$ cat config.mk
export PLATFORM = sky130hd
export DESIGN_NAME = alu_mul_sequencer
export DESIGN_NICKNAME = d
export VERILOG_FILES = /design/src/rtl/alu_mul_sequencer.sv
export SDC_FILE = /design/constraint.sdc
export NUM_CORES = 1
export LEC_CHECK = 0
export ABC_CLOCK_PERIOD_IN_PS = 3340
export BUFFER_PORTS_ARGS = -buffer_cell sky130_fd_sc_hd__buf_2
export CORE_ASPECT_RATIO = 0.7
export CORE_MARGIN = 4
export CORE_UTILIZATION = 54
export DETAILED_ROUTE_END_ITERATION = 10
export HOLD_SLACK_MARGIN = 0.1
export PLACE_DENSITY_LB_ADDON = 0.12
export SETUP_SLACK_MARGIN = 0.05
export SYNTH_ARGS = -nofsm -noshare
export SYNTH_HDL_FRONTEND = slang
export SYNTH_SLANG_ARGS = --single-unit
export TNS_END_PERCENT = 30
$ cat constraint.sdc
create_clock -name clk -period 3.34 [get_ports clk]
set_input_delay 0.668 -clock clk [delete_from_list [all_inputs] [get_ports clk]]
set_output_delay 0.668 -clock clk [all_outputs]
set_load 0.03 [all_outputs]
$ cat src/rtl/alu_mul_sequencer.sv
// Shift-and-add unsigned multiplier controller that borrows the shared 32-bit ALU
// in ADD mode, one partial-product add per cycle, for a 64-bit product.
module alu_mul_sequencer #(
   parameter int WIDTH     = 32,
   parameter bit ZERO_SKIP = 1'b1
) (
   input  logic             clk,
   input  logic             reset,
   input  logic             start,
   input  logic [WIDTH-1:0] op_a,
   input  logic [WIDTH-1:0] op_b,
   output logic             busy,
   output logic             done,
   output logic [WIDTH-1:0] prod_hi,
   output logic [WIDTH-1:0] prod_lo,
   output logic             hi_nonzero,
   output logic             alu_own,
   output logic [WIDTH-1:0] alu_src_a,
   output logic [WIDTH-1:0] alu_src_b,
   output logic [1:0]       alu_control,
   input  logic [WIDTH-1:0] alu_result,
   input  logic             alu_carry
);

   typedef enum logic [1:0] {
      ST_IDLE = 2'b00,
      ST_RUN  = 2'b01,
      ST_DONE = 2'b10
   } state_e;

   state_e           state_q, state_d;
   logic [WIDTH-1:0] mcand_q, mcand_d;
   logic [WIDTH-1:0] acc_hi_q, acc_hi_d;
   logic [WIDTH-1:0] acc_lo_q, acc_lo_d;
   logic [4:0]       count_q, count_d;
   logic [WIDTH-1:0] prod_hi_q, prod_hi_d;
   logic [WIDTH-1:0] prod_lo_q, prod_lo_d;
   logic             hi_nz_q, hi_nz_d;
   logic             zero_op_s;

   assign zero_op_s = (ZERO_SKIP != 1'b0) &&
                      ((op_a == {WIDTH{1'b0}}) || (op_b == {WIDTH{1'b0}}));

   // ALU drive and status decode; kept apart from next-state so the ALU path stays acyclic
   always_comb begin
      busy        = 1'b0;
      done        = 1'b0;
      alu_own     = 1'b0;
      alu_src_a   = {WIDTH{1'b0}};
      alu_src_b   = {WIDTH{1'b0}};
      alu_control = 2'b00;
      case (state_q)
         ST_RUN: begin
            busy        = 1'b1;
            alu_own     = 1'b1;
            alu_control = 2'b10;
            alu_src_a   = acc_hi_q;
            if (acc_lo_q[0]) begin
               alu_src_b = mcand_q;
            end else begin
               alu_src_b = {WIDTH{1'b0}};
            end
         end
         ST_DONE: done = 1'b1;
         default: busy = 1'b0;
      endcase
   end

   // Next-state, accumulator shift and product capture
   always_comb begin
      state_d   = state_q;
      mcand_d   = mcand_q;
      acc_hi_d  = acc_hi_q;
      acc_lo_d  = acc_lo_q;
      count_d   = count_q;
      prod_hi_d = prod_hi_q;
      prod_lo_d = prod_lo_q;
      hi_nz_d   = hi_nz_q;
      case (state_q)
         ST_IDLE: begin
            if (start) begin
               mcand_d  = op_a;
               acc_hi_d = {WIDTH{1'b0}};
               acc_lo_d = op_b;
               count_d  = 5'd0;
               if (zero_op_s) begin
                  state_d   = ST_DONE;
                  prod_hi_d = {WIDTH{1'b0}};
                  prod_lo_d = {WIDTH{1'b0}};
                  hi_nz_d   = 1'b0;
               end else begin
                  state_d = ST_RUN;
               end
            end else begin
               state_d = ST_IDLE;
            end
         end
         ST_RUN: begin
            // carry lands in acc_hi[31]; the ALU's lsb shifts down into acc_lo
            acc_hi_d = {alu_carry, alu_result[WIDTH-1:1]};
            acc_lo_d = {alu_result[0], acc_lo_q[WIDTH-1:1]};
            count_d  = count_q + 5'd1;
            if (count_q == 5'd31) begin
               state_d   = ST_DONE;
               prod_hi_d = acc_hi_d;
               prod_lo_d = acc_lo_d;
               hi_nz_d   = (acc_hi_d != {WIDTH{1'b0}});
            end else begin
               state_d = ST_RUN;
            end
         end
         ST_DONE: state_d = ST_IDLE;
         default: state_d = ST_IDLE;
      endcase
   end

   // State and datapath registers with synchronous reset
   always_ff @(posedge clk) begin
      if (reset) begin
         state_q   <= ST_IDLE;
         mcand_q   <= {WIDTH{1'b0}};
         acc_hi_q  <= {WIDTH{1'b0}};
         acc_lo_q  <= {WIDTH{1'b0}};
         count_q   <= 5'd0;
         prod_hi_q <= {WIDTH{1'b0}};
         prod_lo_q <= {WIDTH{1'b0}};
         hi_nz_q   <= 1'b0;
      end else begin
         state_q   <= state_d;
         mcand_q   <= mcand_d;
         acc_hi_q  <= acc_hi_d;
         acc_lo_q  <= acc_lo_d;
         count_q   <= count_d;
         prod_hi_q <= prod_hi_d;
         prod_lo_q <= prod_lo_d;
         hi_nz_q   <= hi_nz_d;
      end
   end

   assign prod_hi    = prod_hi_q;
   assign prod_lo    = prod_lo_q;
   assign hi_nonzero = hi_nz_q;

endmodule
==> metrics.csv <==
stage,metric,value,unit
drt,drt_iter0_markers,698,
floorplanning,num_rows,34,
drt,postRouteWirelength,20.9,mm
finish,leading_cell_type_in_the_layout_fill_and_taps_excluded,buf_2,
yosys,synth-seq-cells,168,
min_path,holdCritPathClass,reg2reg,
critical_path,top_cell_family_by_delay_on_the_critical_path,buffers and inverters,
critical_path,timing.critical_path.from_type,flip-flop,
critical_path,reg2reg_setup_slack,0.72,ns
sta,final.setup_skew,0.0140,ns
grt,sum_of_overflow_across_all_layers_after_global_routing,0,
sta,fin_tns_setup,0,ns
sta,timing.final.max_slew_violations,0,
clock_network,total_number_of_clock_tree_sinks,168,
clock_network,cts_hold_repair.buffers,0,
critical_path,worstSetupPathType,reg2out,
clock_network,insertion_delay_to_the_later_sink_of_the_worst_skew_pair,0.42,ns
sta,rsz0062_at_grt,no,
critical_path,cell_chain_critical_path,nand2b_1 > inv_4 > buf_4 > and3_1 > buf_2,
grt,maximum_number_of_pins_on_one_net_before_global_route_repair,79,
finish,final_cell_mix,"buf_2 (231), dfxtp_1 (168), a21oi_1 (165)",
power,total_power,4.50,mW
finish,num_antenna_cells,0,
drt,drtAntennaViolNets,0,
floorplanning,io-pin-count,234,
clock_network,h_tree_depth,4,
clock_network,postCtsSetupBuffers,0,
clock_network,count_of_instances_resized_after_the_clock_tree_is_built,0,
yosys,async_sr_flop_fraction,0,%
finish,flow.area_growth_from_synthesis,24.4,%
power,max-vdd-ir-drop,0.389,mV
grt,grt_pass1_wl,31.7,mm
finish,final_layout_size_suffix_gt1_share,27.4,%
drt,detail_route.vias_per_cell,5.73,
outcome,outcome,finished clean,
yosys,syn_avg_cell_area,8.00,sq um
power,pd_cells,518,nW/um^2
critical_path,critical_path.endpoint_type,output pin,
yosys,netlist.top_cell.by_area,dfxtp_1,
critical_path,timing.critical_path.fanout_max,33,
sta,crit_path_time_final,2.72,ns
yosys,synth.top_cell.area_share,48.2,%
floorplanning,die_boundary_height,103,microns
yosys,synth_nets,975,
floorplanning,die_area,14800,sq um
clock_network,cts_root_buf,clkbuf_16,
yosys,netlist-cell-type-count,34,
yosys,synth.yosys.warnings,0,
yosys,synth_top_cells_by_area,"dfxtp_1 (48%), a21oi_1 (12%), nand2_1 (7.1%)",
sta,timing_worst_slew_pin_value,0.755,ns
yosys,synthCells,873,
grt,grt_pass1_vias,5896,
clock_network,max-clock-path-buffers,2,
sta,slew-limit-headroom,49.5,%
sta,timing.final.setup_violations,0,
min_path,min_path_cells,2,
finish,fin_nets,1153,
clock_network,tritoncts.num_buffers,17,
floorplanning,floorplan.initialDensity,55.7,%
clock_network,tritoncts,built,
sta,timing.fmax,368,MHz
drt,first_pass_iters,5,
yosys,synth_seq_area_share,48.2,%
critical_path,r2r_start,count_q[0],
yosys,synthFlopType,dfxtp_1,
placed_design,io_buffers,232,
critical_path,critical_path_arrival,2.05,ns
critical_path,cp_num_buf_inv,3,
placed_design,routabilityCongestion,0.851,
drt,wl_per_cell,17.1,microns
critical_path,r2r_end,prod_lo[5],
sta,timing.final.ws_setup,0.622,ns
min_path,holdCritStartpoint,mcand_q[22],
sta,layout_worst_path_cycle_share,81.4,%
clock_network,clk_transition_reported_paths,0.06,ns
floorplanning,core_area,12500,sq um
grt,global_route.usage.total,27.0,%
floorplanning,die_width,144,microns
critical_path,cpPeakStageDelay,0.42,ns
drt,remaining_drc_errors,0,
drt,dr_total_vias,7019,
power,power.static_leakage,3.73,nW
placed_design,place_worst_setup_slack,0.504,ns
min_path,holdPathEnd,mcand_q[22],
placed_design,dp.final_hpwl,13.9,mm
yosys,number_of_enable_flip_flop_cells_after_synthesis,0,
critical_path,cpMaxStageDelayCell,dfxtp_1,
run,cap_viol_max_count,0,
critical_path,ff2ff_path_depth,7,
sta,hold_viol,0,
finish,final_util,69.2,%
critical_path,crit_required,2.67,ns
critical_path,worst_setup_path_startpoint,state_q[0],
grt,grt_antenna_before_repair,1,
yosys,syn-cell-area,6980,sq um
stage by stage:
step                      instances  area, sq um  hold slack [ns]
after global placement         1194         8120            0.440
after floorplan                 873         6980            0.429
after CTS                      1225         8690            0.452
final                          1225         8690            0.450
after global routing           1225         8690            0.464
after detailed placement       1194         8120            0.444
registers in the layout, indices dropped and copies added (netlist names):
| register | cells |
|---|---|
| acc_hi_q | 32 |
| acc_lo_q | 32 |
| mcand_q | 32 |
| prod_hi | 32 |
| prod_lo | 32 |
| count_q | 5 |
| state_q | 2 |
| hi_nonzero | 1 |
worst register-to-register path, delay by kind of cell, from the launching register on:
family                   cells  cell delay [ns]
flip-flops                   1             0.34
adder cells (fa/ha/maj)      2             0.64
buffers and inverters        1             0.33
AND/OR/NAND/NOR              1             0.20
AO/OA/AOI/OAI                3             1.05
metal layers:
layer	global-route usage (%)	wire length, microns	up-vias
li1	-	-	3440
met1	41.2	9750	3214
met2	37.4	8910	346
met3	7.42	2090	17
met4	6.51	165	2
met5	0	7	-
worst max path at each step:
| stage | to | cells after the start |
|---|---|---|
| after floorplan | alu_src_a[19] | 5 |
| after global placement | prod_lo[3] | 7 |
| after detailed placement | prod_lo[7] | 7 |
| after CTS | alu_src_b[22] | 5 |
| after global routing | alu_src_b[22] | 5 |
| final | alu_src_b[22] | 5 |
where the power goes:
group | switching [mW] | leakage [nW] | internal (mW)
Combinational | 0.340 | 2.09 | 0.149
Clock | 0.818 | 0.268 | 1.07
Sequential | 0.0437 | 1.37 | 2.08
Total | 1.20 | 3.73 | 3.30
layout make-up:
| type | instances | area (sq um) |
|---|---|---|
| multi-input cells | 616 | 3210 |
| repair buffers | 247 | 1340 |
| clock buffers | 19 | 453 |
| well taps | 162 | 203 |
| inverters | 1 | 6.26 |
| clock inverters | 12 | 118 |
| flip-flops and latches | 168 | 3360 |
| fillers | 1101 | 3860 |
Yosys cell counts (3+ instances only):
library cell / number
nand3_1: 99
nand2b_1: 3
o21ai_1: 47
dfxtp_1: 168
and3_1: 33
nor4_2: 4
buf_4: 5
buf_6: 6
and2_1: 33
o21ai_0: 16
clkbuf_1: 50
a22oi_1: 33
buf_1: 3
nand4_1: 6
clkbuf_2: 5
nor2_1: 6
nor4_1: 20
a21oi_1: 165
buf_2: 19
nand2_1: 132
cells by family after synthesis:
family | count (synthesis) | synth area share (%)
AO/OA/AOI/OAI | 270 | 20.9
adder cells (fa/ha/maj) | 2 | 0.358
buffers and inverters | 89 | 6.13
flip-flops | 168 | 48.2
other | 1 | 0.0537
AND/OR/NAND/NOR | 343 | 24.4
Power figures use the tool's default switching activity.
